[src/rtl/vid_timing_gen.sv]
// vid_timing_gen: one axis (line or frame) of the video timing path.
// A one-hot phase FSM (IDLE -> SYNC -> GDEL -> GATE -> LEN) walks each period.
// The phase down-counter (cnt) times the individual phases. The period
// down-counter (cnt_len) times the whole period. When cnt_len reaches zero it
// forces a restart in SYNC, even if a phase is still running.
// Sync, Gate and Done are registered. state, cnt and cnt_len are exported for
// the downstream output-decode stage.
module vid_timing_gen #(
   parameter int SW = 8,
   parameter int LW = 16
) (
   input  logic          clk,
   input  logic          nReset,
   input  logic          rst,
   input  logic          ena,
   input  logic [SW-1:0] Tsync,
   input  logic [SW-1:0] Tgdel,
   input  logic [LW-1:0] Tgate,
   input  logic [LW-1:0] Tlen,
   output logic          Sync,
   output logic          Gate,
   output logic          Done,
   output logic [4:0]    state,
   output logic [LW-1:0] cnt,
   output logic [LW-1:0] cnt_len
);

   localparam logic [4:0] ST_IDLE = 5'b00001;
   localparam logic [4:0] ST_SYNC = 5'b00010;
   localparam logic [4:0] ST_GDEL = 5'b00100;
   localparam logic [4:0] ST_GATE = 5'b01000;
   localparam logic [4:0] ST_LEN  = 5'b10000;

   logic [4:0]    state_next;
   logic [LW-1:0] cnt_next;
   logic [LW-1:0] cnt_len_next;
   logic          sync_next;
   logic          gate_next;
   logic          done_next;
   logic          period_end;

   // The period counter expiring outside IDLE ends the period.
   // This overrides any phase transition on the same edge.
   assign period_end = (state != ST_IDLE) && (cnt_len == '0);

   // State and counter registers.
   // Done is a one-cycle strobe, so it drops on any edge that does not load it.
   always_ff @(posedge clk or negedge nReset) begin
      if (!nReset) begin
         state   <= ST_IDLE;
         cnt     <= '0;
         cnt_len <= '0;
         Sync    <= 1'b0;
         Gate    <= 1'b0;
         Done    <= 1'b0;
      end else if (rst) begin
         state   <= ST_IDLE;
         cnt     <= '0;
         cnt_len <= '0;
         Sync    <= 1'b0;
         Gate    <= 1'b0;
         Done    <= 1'b0;
      end else if (ena) begin
         state   <= state_next;
         cnt     <= cnt_next;
         cnt_len <= cnt_len_next;
         Sync    <= sync_next;
         Gate    <= gate_next;
         Done    <= done_next;
      end else begin
         Done    <= 1'b0;
      end
   end

   // Next-state and counter logic.
   // The T* inputs are sampled only on the edge that loads them.
   always_comb begin
      state_next   = state;
      cnt_next     = cnt;
      cnt_len_next = cnt_len;
      if (state == ST_IDLE || period_end) begin
         state_next   = ST_SYNC;
         cnt_next     = LW'(Tsync);
         cnt_len_next = Tlen;
      end else begin
         cnt_len_next = cnt_len - LW'(1);
         case (state)
            ST_SYNC: begin
               if (cnt != '0) begin
                  cnt_next = cnt - LW'(1);
               end else begin
                  state_next = ST_GDEL;
                  cnt_next   = LW'(Tgdel);
               end
            end
            ST_GDEL: begin
               if (cnt != '0) begin
                  cnt_next = cnt - LW'(1);
               end else begin
                  state_next = ST_GATE;
                  cnt_next   = Tgate;
               end
            end
            ST_GATE: begin
               if (cnt != '0) begin
                  cnt_next = cnt - LW'(1);
               end else begin
                  state_next = ST_LEN;
               end
            end
            ST_LEN: begin
               state_next = ST_LEN;
            end
            default: begin
               // A non-one-hot code is unreachable.
               // Fall back to IDLE so the axis restarts cleanly.
               state_next   = ST_IDLE;
               cnt_next     = '0;
               cnt_len_next = '0;
            end
         endcase
      end
   end

   // Output decode.
   // Sync and Gate follow the phase being entered.
   // Done marks the first cycle of every new period, but not the first period.
   always_comb begin
      sync_next = (state_next == ST_SYNC);
      gate_next = (state_next == ST_GATE);
      done_next = period_end;
   end

endmodule
[config.mk]
export PLATFORM = sky130hd
export DESIGN_NAME = vid_timing_gen
export DESIGN_NICKNAME = d
export VERILOG_FILES = /design/src/rtl/vid_timing_gen.sv
export SDC_FILE = /design/constraint.sdc
export NUM_CORES = 1
export LEC_CHECK = 0
export ABC_AREA = 1
export CORE_MARGIN = 4
export CORE_UTILIZATION = 43
export DETAILED_ROUTE_END_ITERATION = 10
export PLACE_DENSITY = 0.77
export REMOVE_ABC_BUFFERS = 1
export SYNTH_ARGS = -nofsm -noshare
export SYNTH_HDL_FRONTEND = slang
export SYNTH_SLANG_ARGS = --single-unit
[constraint.sdc]
create_clock -name clk -period 1.7 [get_ports clk]
set_clock_uncertainty 0.05 [all_clocks]
set_input_delay 0.34 -clock clk [delete_from_list [all_inputs] [get_ports clk]]
set_output_delay 0.34 -clock clk [all_outputs]
set_load 0.01 [all_outputs]
==> results of run 1 <==
-- metal layers --
layer	GRT usage [%]	routed length, um
met1	34.2	4880
met2	42.9	6210
met3	4.55	1360
met4	9.90	617
met5	0	0
-- critical path: cells and delay by family (launching register included) --
family / cells / cell delay, ns
AND/OR/NAND/NOR: 10 / 0.98
flip-flops: 1 / 0.40
buffers and inverters: 3 / 0.38
-- sequential cells by signal, indices dropped and copies added, names as in the netlist --
signal and count:
Gate 1, cnt_len 16, Done 1, cnt 16, Sync 1, state 5
-- final timing paths --
kind / endpoint / slack [ns] / start
worst max register to register: cnt[10] / -0.23 / cnt[11]
max in group asynchronous: state[0] / 0.86 / nReset
worst min register to register: Sync / 0.45 / Sync
min in group asynchronous: cnt_len[15] / 0.47 / nReset
worst max-delay path: cnt[10] / -0.23 / cnt[11]
worst min-delay path: Sync / 0.45 / Sync
-- timing repair --
item                                   CTS  global route
setup endpoints to repair               64            40
pin swaps                               18            25
hold buffers                             1             0
endpoints found under the hold margin   39             0
resized for setup                       69            74
buffers inserted                        14            17
-- cells by family (layout without fill, tap and decap cells) --
kind of cell,count (synthesis),count (layout)
buffers and inverters,53,246
and+or+nand+nor,291,291
xor gates and xnor gates,19,19
adders and majority gates,2,2
DFF,40,40
AOI/OAI and AO/OA,46,46
-- cells in the final DEF (no fill, tap or decap), drive strengths merged --
cell type      netlist  final
nor2                67     67
o31ai                1      1
clkbuf               3      5
xnor2                5      5
o22ai                7      7
or2                  3      3
nand2              139    139
dlymetal6s2s         0      4
nand3b               5      5
dlygate4sd2          0     31
nand4               15     15
nor4                 1      1
clkdlybuf4s15        0      1
dlygate4sd3          0      1
ha                   2      2
dfstp                1      1
clkinv               2      3
buf                  8    106
nand3               61     61
o211ai               2      2
a21oi                6      6
bufinv               0      1
a31oi                1      1
inv                 40     40
clkinvlp             0      1
dfrtp               39     39
xor2                14     14
clkdlybuf4s50        0     53
o21ai               29     29
-- cell type report --
cell class / count / share of cell area (%)
Clock buffer: 5 / 1.29
Clock inverter: 3 / 0.890
Inverter: 42 / 3.11
Multi-Input combinational cell: 358 / 40.6
Sequential cell: 40 / 18.7
Tap cell: 96 / 2.25
Timing Repair Buffer: 196 / 33.1
-- report_power, final --
part / leakage, uW / total (uW) / switching, uW / internal, uW
Clock: 0.0000583 / 839 / 396 / 443
Combinational: 0.00226 / 6020 / 3390 / 2630
Sequential: 0.000537 / 1400 / 204 / 1200
-- per-stage QoR --
step,TNS [ns],power [uW],area [um2],cells,hold WS [ns]
2_1_floorplan,-7.58,4020,3000,440,-0.00559
4_1_cts,-0.639,7200,4980,724,0.453
5_1_grt,-6.46,8690,5350,740,0.484
3_3_place_gp,-2.60,6040,4640,701,0.273
6_report,-3.89,8260,5350,740,0.448
3_5_place_dp,-3.33,6170,4640,701,0.277
==> summary.txt, run 1 <==
worst-path fanout max: 6
total grt overflow: 0
site row count: 30
routability cong.: 0.921
run status: finished with violations
Synth Cell Area: 3070 um2
Slew HR: 76.1%
first-pass GRT wire length: 18100 um
top_reg_cell synth: dfrtp_1
effective utilization at floorplan: 44.7%
Slowest cell on crit path: dfrtp_1
Place WS: -0.224 ns
CTS buffer count: 5
Post-Synth Simple-Gate Area: 45.7%
CTS tree: yes
num ports: 92
Ys Warns: 0
Worst R2R Path Depth: 13
failing checks: setup timing
top cells by area, synth: dfrtp_1 (32%), nand2_1 (15%), nand3_1 (8.6%)
Fillers: 439
area of the core: 6870 um2
ratio of cells with drive above 1 in the final layout: 32.6%
die height: 92.5 um
Residual DRC: 0
Tmin final: 1.93 ns
Vias: 4213
Largest stage delay, worst path: 0.40 ns
PortBufs: 91
Mean Syn Cell Area: 6.81 um2
CP cell instances: buf_4 > nor2_4 > nand2_4 > nor2_4 > nand3_2 > nand2_4 > nand2_8 > nand2_8 > nor2_8 > buf_4 > buf_6 > nand2_1 > nand2_1
Power Density: 1540 nW/um2
worst path required time: 1.86 ns
hold-critical path depth: 2
Worst EP arrival: 2.09 ns
clk buf depth: 2
FMAX: 0.519 GHz
CP Class: register to register
P&R area growth vs syn: 74.1%
DRT Pass-1 Iters: 6
clk_lat worst skew: 0.31 ns
die width: 92.5 um
max-cap violation count: 0
Post-Synth XOR/XNOR Area: 5.42%
Post-synth ARST share: 100%
number of synthesized register bits: 40
post-DR wirelength/cell: 17.7 um
nature of the critical path startpoint: register
top-count cell post-synth: nand2_1
Worst VDD drop: 0.983 mV
Post-synth EDFFs: 0
vias in the first global route: 3807
post-synthesis mux area share: 0%
CP Capture Type: register
antenna violations before repair: 0
Final #Nets: 697
Final Max Slew Viols: 0
Worst-Margin Slew: 0.358 ns
largest net degree at the start of global routing: 41
Synth area leader: dfrtp_1
root buffer cell: clkbuf_8
final worst path period share: 113%
DRT Wirelength: 13100 um
post-route ant nets: 0
multi-input logic area: 2170 um2
synth unique cells: 34
Final Hold Viols: 0
number of diodes: 0
RSZ-0062 raised after global routing: true
Seq/Total Area, Yosys: 32.6%
Compound-Gate Fraction of Synth Area: 8.07%
Vias per Instance: 5.69
fin util: 77.8%
Synth Instances: 451
setup violators final: 36
post-route setup slack: -0.227 ns
full die area: 8560 um2
DRT iter0 DRCs: 582
adder-cell area share of the yosys netlist: 0.815%
hpwl dp: 8030 um
CTS Sinks: 40
top post-synthesis cells by count: nand2_1 (124), nor2_1 (56), nand3_1 (53)
Total Routing Usage GR: 26.1%
Tightest Hold Check Type: register to register
Reg clk slew, reported paths: 0.09 ns
H-tree lvl count: 2
Reg area: 1000 um2
post-synth top area share: 31.8%
main combinational cell family by area after synthesis: simple AND/OR/NAND/NOR gates
Static Leak: 0.00286 uW
Note: power is estimated with default switching activity, not from simulation.
==> run 2, diff against run 1 <==
Settings changed: CORE_UTILIZATION 43 to 44, CTS_BUF_LIST set to sky130_fd_sc_hd__clkbuf_8, PLACE_DENSITY 0.77 to 0.87.
==> run 2 against run 1 <==
Sequential power hardly changed; utilization is 0.57 points higher; critical path depth is 1 lower; worst hold slack worse by 0.0093 ns; sequential share of layout area is 0.070 points higher; critical endpoint is now cnt[2]; register-to-register slack hardly changed; non-clock buffer count is 3 lower; the run still ends with setup timing left; total power is 4.4% higher; flip-flop and latch count stayed put; cell area is 0.37% lower; wire length is 11% higher.
==> summary.txt, run 2 (same netlist as run 1, synthesis figures left out) <==
full die area: 8380 um2 (was 8560 um2)
die height: 91.5 um (was 92.5 um)
Tmin final: 1.93 ns (about the same)
Hold Path End: Sync (unchanged)
Critical Path Start: cnt_len[10] (was cnt[11])
largest registers: cnt: 16 flops, cnt_len: 16 flops, state: 5 flops (unchanged)
Power Density: 1620 nW/um2 (was 1540 nW/um2)
effective utilization at floorplan: 45.2% (was 44.7%)
clk buf depth: 2 (unchanged)
Vias: 4490 (was 4213)
CTS buffer count: 5 (unchanged)
register-to-register setup slack: -0.23 ns (about the same)
RSZ-0062 raised after global routing: true (unchanged)
Reg2Reg Launch Point: cnt_len[10] (was cnt[11])
Reg clk slew, reported paths: 0.09 ns (about the same)
CP Capture Type: register (unchanged)
nature of the critical path startpoint: register (unchanged)
final worst path period share: 114% (was 113%)
worst path required time: 1.91 ns (was 1.86 ns)
max-cap violation count: 0 (unchanged)
clk_lat worst skew: 0.32 ns (was 0.31 ns)
num ports: 92 (unchanged)
Worst R2R End: cnt[2] (was cnt[10])
Vias per Instance: 6.08 (was 5.69)
Final #Nets: 696 (was 697)
first-pass GRT wire length: 19400 um (was 18100 um)
vias in the first global route: 4103 (was 3807)
Sum Neg Setup Slack: -4.81 ns (was -3.89 ns)
Fillers: 401 (was 439)
post-DR wirelength/cell: 19.5 um (was 17.7 um)
min-delay src: Sync (unchanged)
DRT Wirelength: 14400 um (was 13100 um)
FMAX: 0.517 GHz (was 0.519 GHz)
Slew HR: 77.1% (was 76.1%)
post-route setup slack: -0.234 ns (was -0.227 ns)
antenna violations before repair: 0 (unchanged)
total grt overflow: 0 (unchanged)
Final Hold Viols: 0 (unchanged)
hpwl dp: 8430 um (was 8030 um)
CTS Sinks: 40 (unchanged)
routability cong.: 0.934 (was 0.921)
DRT iter0 DRCs: 706 (was 582)
CTS tree: yes (unchanged)
ratio of cells with drive above 1 in the final layout: 32.3% (was 32.6%)
fin util: 78.4% (was 77.8%)
hold-critical path depth: 2 (unchanged)
Total Routing Usage GR: 28.7% (was 26.1%)
root buffer cell: clkbuf_8 (unchanged)
site row count: 30 (unchanged)
H-tree lvl count: 2 (unchanged)
Worst VDD drop: 1.10 mV (was 0.983 mV)
Worst EP arrival: 2.14 ns (was 2.09 ns)
DRT Pass-1 Iters: 6 (unchanged)
post-route ant nets: 0 (unchanged)
largest net degree at the start of global routing: 41 (unchanged)
Worst-Margin Slew: 0.340 ns (was 0.358 ns)
Residual DRC: 0 (unchanged)
Hold WS: 0.439 ns (was 0.448 ns)
Static Leak: 0.00278 uW (was 0.00286 uW)
most common cell after layout, fill and taps aside: nand2_1 (unchanged)
setup violators final: 37 (was 36)
commonest cells after routing, fill and taps aside: nand2_1 (116), buf_4 (86), clkdlybuf4s50_1 (53) (was nand2_1 (115), buf_4 (90), clkdlybuf4s50_1 (53))
CP Class: register to register (unchanged)
Worst R2R Path Depth: 12 (was 13)
Tightest Hold Check Type: register to register (unchanged)
die width: 91.5 um (was 92.5 um)
run status: finished with violations (unchanged)
worst-path fanout max: 6 (unchanged)
P&R area growth vs syn: 73.4% (was 74.1%)
PortBufs: 91 (unchanged)
number of diodes: 0 (unchanged)
failing checks: setup timing (unchanged)
area of the core: 6790 um2 (was 6870 um2)
Final Max Slew Viols: 0 (unchanged)
run 2: changes by cell type in the layout (fill, tap and decap cells not counted), moves of 3 or more:
cell and change:
inv_1 +3, nand3_1 +5, nand3_4 -3, nor2_4 +6
nor2_1 -6, o21ai_0 -5, buf_4 -4
run 2: what timing repair did:
| action | in CTS | in global routing |
|---|---|---|
| resized for setup | 58 | 89 |
| pin swaps | 18 | 25 |
| cloned | 2 | 0 |
| hold buffers | 1 | 0 |
| endpoints found under the setup margin | 68 | 44 |
| endpoints found under the hold margin | 39 | 0 |
| setup buffers | 11 | 11 |
run 2: power by group:
| part | switching, uW | internal, uW | leakage [uW] |
|---|---|---|---|
| logic | 3750 | 2650 | 0.00218 |
| clock network | 380 | 431 | 0.0000593 |
| registers | 212 | 1200 | 0.000537 |
run 2: critical path: stages (launching register included):
cell	delay, ns
dfrtp_1	0.41
nor2_2	0.18
nand2_1	0.13
nor2_1	0.16
nand2_1	0.11
nand2_2	0.14
inv_4	0.09
nand2_8	0.10
nand2_8	0.08
nor2_4	0.15
buf_6	0.15
nand2_2	0.06
nand3_2	0.07
run 2: metal layers:
layer,up-vias,global-route usage [%],wire length (um)
met1,2020,34.9,5000
met2,452,47.7,6540
li1,1858,-,-
met5,-,2.56,0
met4,0,14.3,1230
met3,160,5.72,1680
run 2: worst max-delay path by stage:
stage / endpoint / slack, ns / cells after the start
2_1_floorplan: cnt[11] / -0.37 / 12
3_3_place_gp: cnt[12] / -0.11 / 8
3_5_place_dp: cnt[8] / -0.14 / 10
4_1_cts: cnt[2] / -0.04 / 12
5_1_grt: cnt_len[10] / -0.34 / 10
6_report: cnt[2] / -0.23 / 12
run 2: layout make-up:
class | count | area (um2) | share of cell area, %
well taps | 96 | 120 | 2.26
inverters | 42 | 164 | 3.08
multi-input cells | 360 | 2190 | 41.1
clock inverters | 3 | 38.8 | 0.728
clock buffers | 5 | 68.8 | 1.29
repair buffers | 193 | 1740 | 32.8
flip-flops and latches | 40 | 1000 | 18.8
run 2: through the flow:
stage / total power [uW] / setup WS (ns) / area (um2) / instances
after global placement: 6050 / -0.106 / 4680 / 707
final: 8620 / -0.234 / 5330 / 739
after detailed placement: 6260 / -0.136 / 4680 / 707
after CTS: 7230 / -0.0413 / 4950 / 729
after global routing: 9010 / -0.344 / 5330 / 739
after floorplan: 4020 / -0.366 / 3000 / 440
==> run 3, diff against run 2 <==
Settings changed: ABC_CLOCK_PERIOD_IN_PS set to 1700, CAP_MARGIN set to 15, SKIP_CTS_REPAIR_TIMING set to 1.
==> run 3 against run 2 <==
The run still ends with setup timing left; non-clock buffer count is 9 lower; flip-flop and latch count stayed put; sequential power hardly changed; setup slack worse by 0.15 ns; combinational power is 3.6% higher; die area stayed put; global-route usage is 2.4 points lower; via count is 2.6% lower; cell area is 0.12% higher; critical path type unchanged; largest cell class unchanged.
==> summary.txt, run 3 (same netlist as run 1, synthesis figures left out) <==
first-pass GRT wire length: 18000 um (was 19400 um)
sw frac: 48.8% (was 50.4%)
RSZ-0062 raised after global routing: true (unchanged)
register-to-register setup slack: -0.38 ns (was -0.23 ns)
Power Density: 1660 nW/um2 (was 1620 nW/um2)
commonest cells after routing, fill and taps aside: nand2_1 (116), buf_4 (80), clkdlybuf4s50_1 (53) (was nand2_1 (116), buf_4 (86), clkdlybuf4s50_1 (53))
die width: 91.5 um (unchanged)
largest registers: cnt: 16 flops, cnt_len: 16 flops, state: 5 flops (unchanged)
Critical Path Start: cnt_len[10] (unchanged)
Reg2Reg Launch Point: cnt_len[10] (unchanged)
P&R area growth vs syn: 73.6% (was 73.4%)
post-DR wirelength/cell: 19.6 um (was 19.5 um)
FMAX: 0.480 GHz (was 0.517 GHz)
ratio of cells with drive above 1 in the final layout: 30.6% (was 32.3%)
setup violators final: 40 (was 37)
Hold WS: 0.438 ns (was 0.439 ns)
Worst VDD drop: 0.913 mV (was 1.10 mV)
Final Hold Viols: 0 (unchanged)
DRT iter0 DRCs: 780 (was 706)
Tmin final: 2.08 ns (was 1.93 ns)
Non-Filler Instances: 729 (was 739)
site row count: 30 (unchanged)
H-tree lvl count: 2 (unchanged)
Worst R2R End: cnt_len[5] (was cnt[2])
routability cong.: 0.934 (unchanged)
effective utilization at floorplan: 45.2% (unchanged)
num ports: 92 (unchanged)
Worst-Margin Slew: 0.480 ns (was 0.340 ns)
Final Max Slew Viols: 0 (unchanged)
failing checks: setup timing (unchanged)
worst-path fanout max: 7 (was 6)
worst path required time: 1.88 ns (was 1.91 ns)
area of the core: 6790 um2 (unchanged)
fin util: 78.5% (was 78.4%)
DRT Wirelength: 14300 um (was 14400 um)
post-route setup slack: -0.382 ns (was -0.234 ns)
full die area: 8380 um2 (unchanged)
hpwl dp: 8430 um (unchanged)
clk buf depth: 2 (unchanged)
min-delay src: Sync (unchanged)
clock network power share: 9.1% (was 9.4%)
CTS tree: yes (unchanged)
die height: 91.5 um (unchanged)
Tightest Hold Check Type: register to register (unchanged)
CP Capture Type: register (unchanged)
DRT Pass-1 Iters: 6 (unchanged)
register share of total power: 16.0% (was 16.3%)
largest net degree at the start of global routing: 41 (unchanged)
Reg clk slew, reported paths: 0.09 ns (about the same)
Static Leak: 0.00311 uW (was 0.00278 uW)
PortBufs: 91 (unchanged)
Slew HR: 67.7% (was 77.1%)
Psw: 4320 uW (was 4340 uW)
final worst path period share: 122% (was 114%)
total grt overflow: 0 (unchanged)
Internal: 4520 uW (was 4280 uW)
root buffer cell: clkbuf_8 (unchanged)
post-route ant nets: 0 (unchanged)
CTS buffer count: 5 (unchanged)
CTS Sinks: 40 (unchanged)
Residual DRC: 0 (unchanged)
crit path to: cnt_len[5] (was cnt[2])
Comb power frac: 74.9% (was 74.3%)
clk_lat worst skew: 0.31 ns (was 0.32 ns)
number of diodes: 0 (unchanged)
Total Routing Usage GR: 26.2% (was 28.7%)
nature of the critical path startpoint: register (unchanged)
Worst R2R Path Depth: 11 (was 12)
Final #Nets: 686 (was 696)
Worst EP arrival: 2.26 ns (was 2.14 ns)
Place WS: -0.136 ns (unchanged)
Vias per Instance: 6.00 (was 6.08)
max-cap violation count: 0 (unchanged)
run status: finished with violations (unchanged)
CP Class: register to register (unchanged)
Vias: 4373 (was 4490)
placed cells: 707 (unchanged)
antenna violations before repair: 0 (unchanged)
vias in the first global route: 3855 (was 4103)
most common cell after layout, fill and taps aside: nand2_1 (unchanged)
[run 3: cell types whose count changed in the layout (fill, tap and decap cells not counted), moves of 5 or more]
cell / before / now
dlygate4sd2_1: 33 / 0
o21ai_2: 5 / 10
nor2_2: 14 / 19
buf_4: 86 / 80
nand3_2: 17 / 11
nand3_1: 43 / 49
o21ai_0: 9 / 4
dlymetal6s2s_1: 3 / 36
[run 3: worst min-delay path by stage]
stage	end	slack [ns]	cells past startpoint
2_1_floorplan	Done	-0.006	0
3_3_place_gp	cnt_len[3]	0.28	2
3_5_place_dp	cnt_len[3]	0.30	2
4_1_cts	cnt_len[3]	-0.02	2
5_1_grt	Sync	0.48	2
6_report	Sync	0.44	2
[run 3: power by group through the flow]
stage / logic, uW / registers (uW) / clock network (uW)
2_1_floorplan: 2440 / 1590 / 0
3_3_place_gp: 4690 / 1360 / 0
3_5_place_dp: 4890 / 1370 / 0
4_1_cts: 4940 / 1350 / 790
5_1_grt: 6930 / 1430 / 831
6_report: 6630 / 1410 / 803
[run 3: metal layers]
| layer | part of all wire (%) | wire length (um) | up-vias | track usage [%] |
|---|---|---|---|---|
| li1 | - | - | 1834 | - |
| met1 | 36 | 5140 | 2048 | 33.4 |
| met2 | 47 | 6670 | 368 | 43.9 |
| met3 | 11 | 1520 | 123 | 4.97 |
| met4 | 6.9 | 980 | 0 | 9.67 |
| met5 | 0 | 0 | - | 0 |
[run 3: final cells by class]
| cell class | instances | area [um2] |
|---|---|---|
| multi-input cells | 359 | 2130 |
| repair buffers | 184 | 1810 |
| fillers | 388 | 1460 |
| flip-flops and latches | 40 | 1000 |
| inverters | 42 | 163 |
| well taps | 96 | 120 |
| clock buffers | 5 | 68.8 |
| clock inverters | 3 | 38.8 |
[run 3: metrics by stage]
step	TNS, ns	total power [uW]	instance area, um2
after floorplan	-7.58	4020	3000
final	-10.84	8840	5330
after global routing	-10.50	9190	5330
after detailed placement	-2.63	6260	4680
after CTS	-3.89	7090	4790
after global placement	-1.22	6050	4680
[run 3: worst max-delay path: stages (launching register included)]
cell,delay (ns)
dfrtp_1,0.44
nor2_2,0.21
nand2_1,0.14
nor2_1,0.17
nand2_1,0.08
nand2_2,0.13
clkinv_4,0.13
buf_4,0.17
clkbuf_16,0.15
nand2_1,0.10
nand2_1,0.06
o21ai_1,0.15
==> variant: new RTL, flow settings as in run 3 <==
Make the reset (`nReset`) synchronous in one clocked block.
--- a/src/rtl/vid_timing_gen.sv
+++ b/src/rtl/vid_timing_gen.sv
@@ -46,5 +46,5 @@
    // State and counter registers.
    // Done is a one-cycle strobe, so it drops on any edge that does not load it.
-   always_ff @(posedge clk or negedge nReset) begin
+   always_ff @(posedge clk) begin
       if (!nReset) begin
          state   <= ST_IDLE;
Function: differs if nReset is asserted again (counterexample within 4 cycles, from zero or initial values and one cycle with nReset low); with nReset held inactive, the same outputs for 10 cycles.
==> variant against run 3 <==
Cell area decreased by 2.0%; the flow still finishes with violations (setup timing); sequential cell count unchanged; synthesized area decreased by 1.4%; wire length decreased by 9.9%; worst setup slack improved by 0.26 ns; critical path type unchanged; maximum frequency increased by 14%; core utilization increased by 1.5 points; synthesized cell count increased by 10%.
Power is not compared: it rests on default switching activity, and its combinational part moved more than twofold at a synthesized area within 25%.
==> variant: results (changes against run 3) <==
Run status
  – Status: finished with violations
  – Violations in the final reports: setup timing

Power and ir drop
  – Peak supply drop: a little over 0.4 mV
  – Lkg Pwr: 2.85 nW

Logic synthesis
  – Fraction of synthesized cell area taken by the top area cell type: 26.5% (-5.3 points)
  – Top cells by instance count after synthesis: 119 x sky130_fd_sc_hd__nor2_1, 113 x sky130_fd_sc_hd__nand2_1, 45 x sky130_fd_sc_hd__a21oi_1, 40 x sky130_fd_sc_hd__dfxtp_1, 35 x sky130_fd_sc_hd__inv_1
  – Post-synth ARST share: 0% (-100 points)
  – Main area contributors after synthesis: sky130_fd_sc_hd__dfxtp_1 26%, sky130_fd_sc_hd__nor2_1 15%, sky130_fd_sc_hd__nand2_1 14%, sky130_fd_sc_hd__a21oi_1 7.4%, sky130_fd_sc_hd__nand3_1 5.5%
  – Sequential element share of the synthesized area: 26.5% (-6.2 points)
  – Top flip-flop cell by instance count after synthesis: sky130_fd_sc_hd__dfxtp_1
  – Unique cell type count in the Yosys netlist: 34 (unchanged)

STA
  – Final setup violation count: 20 (-50%)
  – Worst rel slew slack: 70.9% (+3.2 points)
  – Setup TNS: -1.70 ns (+9.14 ns)
  – Post-route worst setup slack: -0.123 ns (+0.258 ns)

Layout
  – Post-layout nets: 731 (+6.6%)
  – Fraction of final layout cells sized beyond drive strength 1: 29.4% (-1.3 points)

Clocking
  – CTS max path bufs: 2 (unchanged)
  – Clock slew seen by the registers of the worst setup and hold paths: 0.09 ns (about the same)
  – Clk_lat worst skew: 0.31 ns (about the same)
  – Clock Tree Root: sky130_fd_sc_hd__clkbuf_8
  – Number of buffers created by CTS: 5 (unchanged)

Worst setup path
  – Cell family with most CP delay: simple AND/OR/NAND/NOR gates
  – Longest individual stage delay on the worst path: 0.34 ns (-0.10 ns)
  – Worst path arrival time: 2.01 ns (-0.25 ns)
  – Slowest cell on crit path: sky130_fd_sc_hd__dfxtp_2
  – Maximum fanout count along the critical path: 7 (unchanged)

Global route
  – GR Layer Usage met1: 35.3% (+1.9 points)
  – Initial antenna violation count: 0 (unchanged)
  – Global Route Usage Sum: 26.6% (+0.37 points)
  – Vias in the first global route: 3818 (-0.96%)
  – Wire length of the first global-routing pass: 18.2 mm (+1.1%)
  – GR met2 Demand/Resource: 44.1% (+0.20 points)
  – Maximum number of pins on one net before global-route repair: 25 (-39%)
  – Met3 GRT Util: 4.88% (-0.095 points)

Routing
  – Drt pass-1 iters: 5 (-1)
  – Number of DRC violations after detailed-routing iteration 0: 432 (-45%)
  – Via density: 5.65 (-5.8%)
  – Routed length per instance: 17.1 um (-13%)

Place
  – Gpl congestion: 0.917 (-1.9%)
  – IO buf count: 91 (unchanged)
  – Half-perimeter wire length after placement: 8.61 mm (+2.1%)
  – Post-place setup slack: -0.206 ns (-0.0697 ns)

Min path
  – Class of the most critical hold timing path: register to register
## variant: layer usage
metal,share of wire [%],vias to the layer above,wire [um]
met5,0,-,0
met4,3.5,0,449
met3,11,62,1360
met2,47,320,6050
met1,39,1926,5020
li1,-,1960,-
## variant: cells by family after synthesis
logic type	share of synthesized area, %
AND/OR/NAND/NOR	46.3
adder cells (fa/ha/maj)	0.827
AO/OA/AOI/OAI	13.6
XOR/XNOR	4.92
flip-flops	26.5
buffers and inverters	7.90
## variant: path summary, 6_finish.rpt
| check | from | endpoint | slack, ns | depth (start not counted) |
|---|---|---|---|---|
| setup / recovery | cnt[9] | cnt[3] | -0.12 | 12 |
| setup reg to reg | cnt[9] | cnt[3] | -0.12 | 12 |
| hold reg to reg | Sync | Sync | 0.44 | 2 |
| hold / removal | Sync | Sync | 0.44 | 2 |
## variant: worst register-to-register path, delay by kind of cell (launching register included)
family | cells | cell delay [ns]
AND/OR/NAND/NOR | 11 | 1.22
buffers and inverters | 1 | 0.16
flip-flops | 1 | 0.34
## variant: metrics by stage
| step | utilization (%) | area [um^2] | std cells |
|---|---|---|---|
| final | 80.0 | 5230 | 755 |
| after global routing | 80.0 | 5230 | 755 |
| after CTS | 72.8 | 4760 | 744 |
| after detailed placement | 71.1 | 4640 | 736 |
| after global placement | 71.1 | 4640 | 736 |
| after floorplan | - | 2950 | 483 |
## variant: layout make-up
cell class	count	area [um^2]
Multi-Input combinational cell	404	2250
Timing Repair Buffer	185	1770
Fill cell	430	1310
Sequential cell	40	830
Inverter	41	169
Tap cell	77	96.3
Clock buffer	5	68.8
Clock inverter	3	42.5
## variant: power by group
group          switching (mW)  total [mW]  internal, mW
Sequential             0.0261       0.989         0.963
Combinational           0.596        1.14         0.541
Clock                   0.387       0.822         0.435
